File: src/rtl/c_unary_stream_if.sv
// Stream bundle for c_unary_stream: beat input channel, abort and verdict output channel.
//   slave  : the detector side (consumes beats, produces verdicts)
//   master : the producer/consumer side driving beats and accepting verdicts
interface c_unary_stream_if #(
    parameter int unsigned P_W      = 32,
    parameter int unsigned P_BEAT_W = 8
);
    localparam int unsigned CNT_W = $clog2(P_W + 1);

    logic                i_in_vld;
    logic                o_in_rdy;
    logic [P_BEAT_W-1:0] i_in_dat;
    logic                i_abort;
    logic                o_out_vld;
    logic                i_out_rdy;
    logic                o_out_is_unary;
    logic                o_out_is_unary_n;
    logic [CNT_W-1:0]    o_out_count;

    modport slave (
        input  i_in_vld, i_in_dat, i_abort, i_out_rdy,
        output o_in_rdy, o_out_vld, o_out_is_unary, o_out_is_unary_n, o_out_count
    );

    modport master (
        output i_in_vld, i_in_dat, i_abort, i_out_rdy,
        input  o_in_rdy, o_out_vld, o_out_is_unary, o_out_is_unary_n, o_out_count
    );
endinterface

File: src/rtl/c_unary_stream.sv
// Multi-beat unary (thermometer) code detector.
// A P_W-bit vector arrives as P_W/P_BEAT_W beats, LSB beat first. Edge state is
// accumulated across beats; after the final beat a registered verdict reports
// whether the vector is unary (0..01..1), complemented unary (1..10..0) and its
// run length.
// Ports:
//   clk, arst_n   clock, asynchronous active-low reset
//   bus (slave)   i_in_vld/o_in_rdy/i_in_dat beat channel, i_abort,
//                 o_out_vld/i_out_rdy verdict channel with
//                 o_out_is_unary, o_out_is_unary_n, o_out_count
module c_unary_stream #(
    parameter int unsigned P_W                   = 32,
    parameter int unsigned P_BEAT_W              = 8,
    parameter bit          P_ADMIT_COMPLIMENT_EN = 1'b1
) (
    input  logic              clk,
    input  logic              arst_n,
    c_unary_stream_if.slave   bus
);
    localparam int unsigned N       = P_W / P_BEAT_W;
    localparam int unsigned BEAT_CW = (N > 1) ? $clog2(N) : 1;
    localparam int unsigned CNT_W   = $clog2(P_W + 1);
    localparam logic [BEAT_CW-1:0] LAST_BEAT = BEAT_CW'(N - 1);

    // accumulator
    logic [BEAT_CW-1:0] beat_q;
    logic               seen0_q, bad_q;
    logic               seen1_q, bad_n_q;
    logic [CNT_W-1:0]   cnt1_q, cnt0_q;

    // output register
    logic               out_vld_q;
    logic               out_u_q, out_un_q;
    logic [CNT_W-1:0]   out_cnt_q;

    // scan results for the current beat
    logic               seen0_nx, bad_nx;
    logic               seen1_nx, bad_n_nx;
    logic [CNT_W-1:0]   cnt1_nx, cnt0_nx;

    // verdict candidates
    logic               v_u, v_un;
    logic [CNT_W-1:0]   v_cnt;

    logic               in_rdy_c, accept_c, last_c;

    assign in_rdy_c = ~out_vld_q | bus.i_out_rdy;
    assign accept_c = bus.i_in_vld & in_rdy_c & ~bus.i_abort;
    assign last_c   = (beat_q == LAST_BEAT);

    // LSB->MSB scan of the beat, seeded from the accumulator
    always_comb begin
        seen0_nx = seen0_q;
        bad_nx   = bad_q;
        cnt1_nx  = cnt1_q;
        seen1_nx = seen1_q;
        bad_n_nx = bad_n_q;
        cnt0_nx  = cnt0_q;
        for (int i = 0; i < int'(P_BEAT_W); i++) begin
            if (bus.i_in_dat[i]) begin
                if (seen0_nx) bad_nx  = 1'b1;
                else          cnt1_nx = cnt1_nx + CNT_W'(1);
                seen1_nx = 1'b1;
            end else begin
                if (seen1_nx) bad_n_nx = 1'b1;
                else          cnt0_nx  = cnt0_nx + CNT_W'(1);
                seen0_nx = 1'b1;
            end
        end
    end

    // verdict; unary wins when both hold (all-zeros / all-ones)
    always_comb begin
        v_u   = ~bad_nx;
        v_un  = ~bad_n_nx & P_ADMIT_COMPLIMENT_EN;
        v_cnt = '0;
        if (v_u)       v_cnt = cnt1_nx;
        else if (v_un) v_cnt = cnt0_nx;
    end

    // accumulator: abort and final beat both return it to the reset value
    always_ff @(posedge clk or negedge arst_n) begin
        if (!arst_n) begin
            beat_q  <= '0;
            seen0_q <= 1'b0;
            bad_q   <= 1'b0;
            cnt1_q  <= '0;
            seen1_q <= 1'b0;
            bad_n_q <= 1'b0;
            cnt0_q  <= '0;
        end else if (bus.i_abort || (accept_c && last_c)) begin
            beat_q  <= '0;
            seen0_q <= 1'b0;
            bad_q   <= 1'b0;
            cnt1_q  <= '0;
            seen1_q <= 1'b0;
            bad_n_q <= 1'b0;
            cnt0_q  <= '0;
        end else if (accept_c) begin
            beat_q  <= beat_q + BEAT_CW'(1);
            seen0_q <= seen0_nx;
            bad_q   <= bad_nx;
            cnt1_q  <= cnt1_nx;
            seen1_q <= seen1_nx;
            bad_n_q <= bad_n_nx;
            cnt0_q  <= cnt0_nx;
        end
    end

    // output register: reload beats drain, fields held otherwise
    always_ff @(posedge clk or negedge arst_n) begin
        if (!arst_n) begin
            out_vld_q <= 1'b0;
            out_u_q   <= 1'b0;
            out_un_q  <= 1'b0;
            out_cnt_q <= '0;
        end else if (accept_c && last_c) begin
            out_vld_q <= 1'b1;
            out_u_q   <= v_u;
            out_un_q  <= v_un;
            out_cnt_q <= v_cnt;
        end else if (bus.i_out_rdy) begin
            out_vld_q <= 1'b0;
        end
    end

    assign bus.o_in_rdy         = in_rdy_c;
    assign bus.o_out_vld        = out_vld_q;
    assign bus.o_out_is_unary   = out_u_q;
    assign bus.o_out_is_unary_n = out_un_q;
    assign bus.o_out_count      = out_cnt_q;
endmodule

File: src/flat_wrapper.sv
// flat-port wrapper written by rule: the top's interface ports become plain ports
module c_unary_stream_flat 
#(
    parameter int unsigned P_W                   = 32,
    parameter int unsigned P_BEAT_W              = 8,
    parameter bit          P_ADMIT_COMPLIMENT_EN = 1'b1
)
  (clk, arst_n, bus_i_in_vld, bus_i_in_dat, bus_i_abort, bus_i_out_rdy, bus_o_in_rdy, bus_o_out_vld, bus_o_out_is_unary, bus_o_out_is_unary_n, bus_o_out_count);
  c_unary_stream_if #(.P_W(P_W), .P_BEAT_W(P_BEAT_W)) bus_i ();
  input  logic clk;
  input  logic arst_n;
  input wire logic [$bits(bus_i.i_in_vld)-1:0] bus_i_in_vld;
  input wire logic [$bits(bus_i.i_in_dat)-1:0] bus_i_in_dat;
  input wire logic [$bits(bus_i.i_abort)-1:0] bus_i_abort;
  input wire logic [$bits(bus_i.i_out_rdy)-1:0] bus_i_out_rdy;
  output wire logic [$bits(bus_i.o_in_rdy)-1:0] bus_o_in_rdy;
  output wire logic [$bits(bus_i.o_out_vld)-1:0] bus_o_out_vld;
  output wire logic [$bits(bus_i.o_out_is_unary)-1:0] bus_o_out_is_unary;
  output wire logic [$bits(bus_i.o_out_is_unary_n)-1:0] bus_o_out_is_unary_n;
  output wire logic [$bits(bus_i.o_out_count)-1:0] bus_o_out_count;
  assign bus_i.i_in_vld = bus_i_in_vld;
  assign bus_i.i_in_dat = bus_i_in_dat;
  assign bus_i.i_abort = bus_i_abort;
  assign bus_i.i_out_rdy = bus_i_out_rdy;
  assign bus_o_in_rdy = bus_i.o_in_rdy;
  assign bus_o_out_vld = bus_i.o_out_vld;
  assign bus_o_out_is_unary = bus_i.o_out_is_unary;
  assign bus_o_out_is_unary_n = bus_i.o_out_is_unary_n;
  assign bus_o_out_count = bus_i.o_out_count;
  c_unary_stream #(.P_W(P_W), .P_BEAT_W(P_BEAT_W), .P_ADMIT_COMPLIMENT_EN(P_ADMIT_COMPLIMENT_EN)) u_core (.clk(clk), .arst_n(arst_n), .bus(bus_i));
endmodule
File: config.mk
export PLATFORM = sky130hd
export DESIGN_NAME = c_unary_stream_flat
export DESIGN_NICKNAME = d
export VERILOG_FILES = /design/src/rtl/c_unary_stream_if.sv /design/src/rtl/c_unary_stream.sv /design/src/flat_wrapper.sv
export SDC_FILE = /design/constraint.sdc
export NUM_CORES = 1
export LEC_CHECK = 0
export CAP_MARGIN = 0
export CORE_UTILIZATION = 50
export CTS_CLUSTER_DIAMETER = 150
export CTS_CLUSTER_SIZE = 14
export DETAILED_ROUTE_END_ITERATION = 16
export MAX_ROUTING_LAYER = met4
export PLACE_DENSITY = 0.72
export SLEW_MARGIN = 40
export SYNTH_ARGS = -nofsm -noshare
export SYNTH_HDL_FRONTEND = slang
export SYNTH_SLANG_ARGS = --single-unit
File: constraint.sdc
create_clock -name clk -period 5.5 [get_ports clk]
set_clock_uncertainty 0.15 [all_clocks]
set_input_delay 0.825 -clock clk [delete_from_list [all_inputs] [get_ports clk]]
set_output_delay 0.825 -clock clk [all_outputs]
set_load 0.01 [all_outputs]
==> parameters.txt <==
Parameter                              Value

Outcome
  Status ... finished, violations left
  Violated checks ... negative setup slack

Synth
  Number of warning messages in the yosys log ... 0
  Synth area leader ... dfrtp_1
  Synth async-reset ratio ... 100%
  Synthesized netlist net count ... 497
  Area of the mapped netlist ... 3640 sq um
  Average footprint of a synthesized cell ... 7.79 sq um
  EDFF count, synth ... 0
  Post-synthesis sequential area ratio ... 18.6%
  Number of library cell types mapped by synthesis ... 72
  Area fraction of the dominant cell type after synthesis ... 18.6%
  Leading cell types by total area after synthesis ... dfrtp_1 (19%), xnor2_1 (8.9%), nand2_1 (7.0%)
  Commonest register cell after synthesis ... dfrtp_1
  Number of storage elements in the synthesis netlist ... 27
  Gate count after technology mapping ... 467

Clock tree
  Clock-pin slew on the worst setup and hold paths ... 90 ps
  Clock network latency to the later pin of the worst-skew pair ... 280 ps
  Maximum count of clock buffers along a single path ... 2
  H-tree levels ... 1
  Clock buffer count from CTS ... 3
  Clock tree from TritonCTS ... yes
  CTS sink cnt ... 27
  Clock root cell ... clkbuf_8

Die
  Die boundary height ... 87.3 um
  Overall die area ... 7620 sq um
  Standard cell core area ... 6910 sq um
  Initial cell density of the core ... 52.6%
  Number of I/O pins ... 23
  Horizontal extent of the die ... 87.3 um
  Placement row count ... 30

Drt
  Aggregate routed wire length ... 10.9 mm
  Highest metal layer used by the detailed router ... met4
  Remaining design rule violation count ... 0
  Routed vias ... 3805
  Detailed-router iteration count before antenna repair ... 6
  Met2 wire length ... 5.41 mm
  Wire length on met3 ... 528 um
  Routed wire per std cell ... 16.7 um
  Post-route antenna net violation count ... 0
  Vias/cell ... 5.84
  Drt first-iter violations ... 261
  Routed metal-1 wirelength ... 4.87 mm

Final layout
  Post-layout net count ... 586
  Most frequent cells in the layout ... buf_4 (85), nand2_1 (61), xnor2_1 (30)
  Layout Area Growth over Synthesis ... 36.3%
  Share of layout cells above drive strength 1 ... 31.5%
  Most frequent standard cell in the layout excluding fill and tap cells ... buf_4
  Antenna diode count ... 0
  Cell area after layout ... 4950 sq um

Global route
  Number of global-route vias before repair ... 3705
  Pin count of the biggest net entering global routing ... 28
  Global-route wire length before repair ... 17.1 mm
  Total global routing overflow ... 0
  Initial antenna violation count ... 0
  GRT Overall Usage ... 28.8%

Power
  Ratio of total power to cell area ... 147 nW/um^2
  Leak pwr ... 2.07 nW
  IR drop worst, VDD ... 160 uV

Setup path
  Critical path required time ... 5550 ps
  Reg-to-reg slack, setup ... -100 ps
  CP max stage cell ... nor4_4
  Largest fanout on the critical path ... 5
  Critical path startpoint category ... input port
  Crit path capture type ... register
  Setup CP Type ... in2reg
  Worst endpoint data arrival time ... 5810 ps
  Delay of the slowest cell on the worst path ... 340 ps

STA
  Post-route setup slack ... -259 ps
  Min Clock Period, post-route ... 5760 ps
  Number of endpoints with negative hold slack in the final report ... 0
  Transition time of the tightest slew-check pin ... 611 ps
  Number of endpoints failing setup at the final stage ... 5
  Share of the cycle needed by the critical path after routing ... 105%
  Setup repair after global routing missed its margin ... true
  Highest achievable clock rate ... 174 MHz
  Max Slew Vio Count ... 0
  Max_slew headroom ... 59.0%

Placement
  Last weighted congestion value of the routability-driven placer ... 0.874
  Post-placement setup slack ... -1180 ps
  Port Buffer Count ... 22
  Detailed placer's ending HPWL ... 7.78 mm
  Area post-placement ... 4430 sq um

Run
  Max-capacitance violation count ... 0

Min path
  Class of the worst hold path ... reg2reg
-- registers in the layout (all words and copies together), names as in the netlist --
signal                       flops
u_core.bus.o_out_vld             1
u_core.bus.o_out_is_unary_n      1
u_core.bad_q                     1
u_core.bad_n_q                   1
u_core.cnt1_q                    6
u_core.seen1_q                   1
u_core.beat_q                    2
u_core.bus.o_out_is_unary        1
u_core.seen0_q                   1
u_core.cnt0_q                    6
u_core.bus.o_out_count           6
-- timing repair --
| item | CTS | global route |
|---|---|---|
| hold buffers | 0 | 0 |
| setup endpoints to repair | 15 | 14 |
| pin swaps | 20 | 44 |
| buffers inserted | 9 | 12 |
| hold endpoints to repair | 0 | 0 |
| resized for setup | 26 | 47 |
-- kinds of logic (layout without fill, tap and decap cells) --
logic type                 count (synthesis)  count (layout)  share of synthesized area [%]
xor gates and xnor gates                  60              60                           17.3
adders and majority gates                 17              17                           5.85
muxes                                     17              17                           4.96
buffers and inverters                     41             129                           5.40
and+or+nand+nor                          200             200                           28.8
AOI/OAI and AO/OA                        105             105                           19.2
DFF                                       27              27                           18.6
-- worst max-delay path, delay by kind of cell --
kind / cells / cell delay [ps]
and+or+nand+nor: 8 / 990
muxes: 4 / 870
AOI/OAI and AO/OA: 8 / 1340
xor gates and xnor gates: 2 / 330
adders and majority gates: 4 / 1120
buffers and inverters: 3 / 340
-- stage by stage --
step	total power (W)	util, %	setup TNS (ps)	cells	hold slack, ps
after floorplan	0.000405	-	-574	467	300
after global placement	0.000524	64.0	-8270	628	320
after detailed placement	0.000532	64.1	-10390	628	321
after CTS	0.000660	67.0	-1270	639	341
after global routing	0.000772	71.7	-2180	651	375
final	0.000729	71.7	-665	651	342
-- area by class of cell --
type | instances | area (sq um)
Multi-Input combinational cell | 399 | 3150
Fill cell | 542 | 1950
Timing Repair Buffer | 111 | 907
Sequential cell | 27 | 676
Tap cell | 96 | 120
Inverter | 14 | 52.6
Clock buffer | 3 | 41.3
Clock inverter | 1 | 7.51
-- power breakdown --
group          leakage, nW  internal, W  switching (W)
combinational         1.68     0.000208       0.000190
sequential           0.368     0.000207     0.00000823
clock               0.0217    0.0000515      0.0000635
-- synthesized netlist by cell type, types with 3 or more instances --
cell	instances
nor3b_1	3
xnor3_1	3
buf_6	4
nand3b_1	3
a22o_1	5
mux2i_1	9
xor2_1	14
dfrtp_1	27
o21ai_0	38
xnor2_2	3
nand2_1	68
o22a_1	4
mux2_2	8
xnor2_1	37
ha_1	17
or3_1	4
nand2b_1	9
and3_1	8
o211ai_1	6
and2_1	8
a21oi_1	21
clkbuf_1	16
nor2_1	32
nor3_1	9
inv_1	14
and4b_1	3
nor4_1	5
o21ai_1	3
nand3_1	9
nand4_1	7
buf_2	4
nand4b_1	3
nor2b_1	13
-- path summary, 6_finish.rpt --
kind                                  start                     endpoint  cells after the start
max in group asynchronous            arst_n             u_core.cnt1_q[4]                      2
hold / removal                 u_core.bad_q                 u_core.bad_q                      2
min in group asynchronous            arst_n  u_core.bus.o_out_is_unary_n                      2
setup reg to reg           u_core.cnt1_q[0]    u_core.bus.o_out_count[4]                     32
hold reg to reg                u_core.bad_q                 u_core.bad_q                      2
setup / recovery            bus_i_in_dat[0]    u_core.bus.o_out_count[5]                     29
-- metal layers --
metal	global-route usage, %	vias up
met5	-	-
met4	7.00	0
met3	1.61	14
met2	46.9	138
met1	39.2	1815
li1	-	1838
(Power assumes the default switching activity.)
==> RTL change: new RTL, config.mk and constraints unchanged <==
`P_W` is set to 32 in 3 places; all go to 64.
--- a/src/rtl/c_unary_stream_if.sv
+++ b/src/rtl/c_unary_stream_if.sv
@@ -2,7 +2,7 @@
 //   slave  : the detector side (consumes beats, produces verdicts)
 //   master : the producer/consumer side driving beats and accepting verdicts
 interface c_unary_stream_if #(
-    parameter int unsigned P_W      = 32,
+    parameter int unsigned P_W      = 64,
     parameter int unsigned P_BEAT_W = 8
 );
     localparam int unsigned CNT_W = $clog2(P_W + 1);
--- a/src/rtl/c_unary_stream.sv
+++ b/src/rtl/c_unary_stream.sv
@@ -9,7 +9,7 @@
 //                 o_out_vld/i_out_rdy verdict channel with
 //                 o_out_is_unary, o_out_is_unary_n, o_out_count
 module c_unary_stream #(
-    parameter int unsigned P_W                   = 32,
+    parameter int unsigned P_W                   = 64,
     parameter int unsigned P_BEAT_W              = 8,
     parameter bit          P_ADMIT_COMPLIMENT_EN = 1'b1
 ) (
--- a/src/flat_wrapper.sv
+++ b/src/flat_wrapper.sv
@@ -1,7 +1,7 @@
 // flat-port wrapper written by rule: the top's interface ports become plain ports
 module c_unary_stream_flat 
 #(
-    parameter int unsigned P_W                   = 32,
+    parameter int unsigned P_W                   = 64,
     parameter int unsigned P_BEAT_W              = 8,
     parameter bit          P_ADMIT_COMPLIMENT_EN = 1'b1
 )
Interface: changed (resized bus_o_out_count); port bits go from 23 to 24. The function was not compared with the original's and may differ.
==> RTL change against the unedited design <==
The run still ends with setup timing left. Wire length up 18%. Setup slack better by 0.027 ns. Area after synthesis up 14%. Sequential cell count up 4. Count of clock-buffer cells in the layout up 3. Cell area up 17%. Total power up 9.5%. Critical path depth unchanged. Synthesized cell count up 9.0%.
==> RTL change: results (changes against the unedited design) <==
{
  "outcome": {"value": "finished with violations"},
  "violated_checks": {"value": "setup timing"},
  "synthTopCellsByCount": {"value": "nand2_1, xnor2_1, dfrtp_1, o21ai_0, nor2_1"},
  "route.final.wire_length": {"value": 12.9, "unit": "mm", "change": "+18%"},
  "setup_viol": {"value": 7, "change": "+2"},
  "drt_first_iter_violations": {"value": 318, "change": "+22%"},
  "final.setup.worst_slack": {"value": -0.233, "unit": "ns", "change": "+0.0267 ns"},
  "route.detailed.wl_per_inst": {"value": 18.0, "unit": "µm", "change": "+7.3%"},
  "largest_net_degree_at_the_start_of_global_routing": {"value": 32, "change": "+14%"},
  "drt_first_pass_iters": {"value": 4, "change": "-2"},
  "max-vdd-ir-drop": {"value": 0.000102, "unit": "V", "change": "-36%"},
  "setup_total_negative_slack": {"value": -1.01, "unit": "ns", "change": "-0.348 ns"},
  "power_leakage": {"value": 2.48, "unit": "nW", "change": "+20%"},
  "clk_pin_slew": {"value": 0.06, "unit": "ns", "change": "-0.03 ns"},
  "timing.critical_path.slowest_stage_cell": {"value": "mux2_4"},
  "worst_slew_margin": {"value": 48.6, "unit": "%", "change": "-10 points"},
  "ctsHtreeMaxLevel": {"value": 2, "change": "+1"},
  "cts-buffers-inserted": {"value": 5, "change": "+2"},
  "synth_area_leaders": {"value": "dfrtp_1, xnor2_1, nand2_1"},
  "grtUsageMet3": {"value": 3.41, "unit": "%", "change": "+1.8 points"},
  "grt_first_pass_wirelength": {"value": 19.8, "unit": "mm", "change": "+16%"},
  "cell_internal_pwr": {"value": 0.521, "unit": "mW", "change": "+12%"},
  "final_net_count": {"value": 648, "change": "+11%"},
  "grtUsageTotal": {"value": 29.6, "unit": "%", "change": "+0.87 points"},
  "synth_seq_area_share": {"value": 18.7, "unit": "%", "change": "+0.081 points"},
  "vias": {"value": 4341, "change": "+14%"},
  "dpl_cell_area": {"value": 0.00510, "unit": "mm²", "change": "+15%"},
  "grt_pass1_vias": {"value": 4222, "change": "+14%"},
  "globalRouteMet2Util": {"value": 52.5, "unit": "%", "change": "+5.6 points"},
  "netlist_instances": {"value": 509, "change": "+9.0%"},
  "post_synth_num_cell_types": {"value": 77, "change": "+6.9%"}
}
## RTL change: cell count changes in the layout (fill, tap and decap cells not counted), moves of 5 or more
cell and delta:
a22o_1 +5, nand2_1 +7, buf_6 +5, buf_4 +11, and3_1 -7, xnor2_2 +5
xnor2_4 +5
## RTL change: path summary, 6_finish.rpt
path / from / end / slack [ns] / depth (start not counted)
max in group asynchronous: arst_n / u_core.seen1_q / 4.12 / 2
setup reg to reg: u_core.cnt0_q[0] / u_core.bus.o_out_count[6] / -0.12 / 28
setup / recovery: bus_i_in_dat[0] / u_core.bus.o_out_count[6] / -0.23 / 29
hold reg to reg: u_core.bus.o_out_count[1] / u_core.bus.o_out_count[1] / 0.33 / 2
hold / removal: u_core.bus.o_out_count[1] / u_core.bus.o_out_count[1] / 0.33 / 2
min in group asynchronous: arst_n / u_core.beat_q[1] / 0.78 / 2
## RTL change: stage by stage
stage,hold WS [ns],utilization [%]
final,0.332,73.6
after global routing,0.371,73.6
after CTS,0.336,68.4
after detailed placement,0.323,64.6
after global placement,0.313,64.5
after floorplan,0.301,-
## RTL change: cell families after synthesis
| logic type | count (synthesis) | share of synthesized area, % |
|---|---|---|
| buf+inv | 41 | 4.21 |
| compound gates | 108 | 17.5 |
| fa+ha+maj | 19 | 5.66 |
| flops | 31 | 18.7 |
| simple gates | 215 | 28.7 |
| xor+xnor | 76 | 20.4 |
| mux | 19 | 4.82 |
## RTL change: timing repair
| item | 4_1_cts | 5_1_grt |
|---|---|---|
| gates cloned | 0 | 1 |
| buffers inserted | 17 | 11 |
| setup endpoints to repair | 18 | 16 |
| pin swaps | 25 | 42 |
| gates resized for setup | 18 | 69 |
## RTL change: area by class of cell
| class | instances | area, µm² | area share, % |
|---|---|---|---|
| Multi-Input combinational cell | 437 | 3690 | 63.7 |
| Timing Repair Buffer | 129 | 1070 | 18.4 |
| Sequential cell | 31 | 776 | 13.4 |
| Tap cell | 102 | 128 | 2.20 |
| Clock buffer | 6 | 82.6 | 1.42 |
| Inverter | 13 | 48.8 | 0.841 |
| Clock inverter | 1 | 5.00 | 0.0862 |
## RTL change: tightest hold or removal path, cell delays in order, from the launching register on
cell,delay (ns)
dfrtp_1,0.34
nand2_1,0.05
o21ai_0,0.06
## RTL change: routing by layer
metal,routed length (µm),share of wire (%)
met1,5200,40
met2,6750,52
met3,652,5.0
met4,310,2.4
met5,0,0
## RTL change: power by group through the flow
stage / Clock [mW] / Sequential, mW / Combinational (mW)
after floorplan: 0 / 0.243 / 0.187
after global placement: 0 / 0.244 / 0.290
after detailed placement: 0 / 0.244 / 0.300
after CTS: 0.185 / 0.240 / 0.323
after global routing: 0.194 / 0.241 / 0.403
final: 0.183 / 0.241 / 0.374
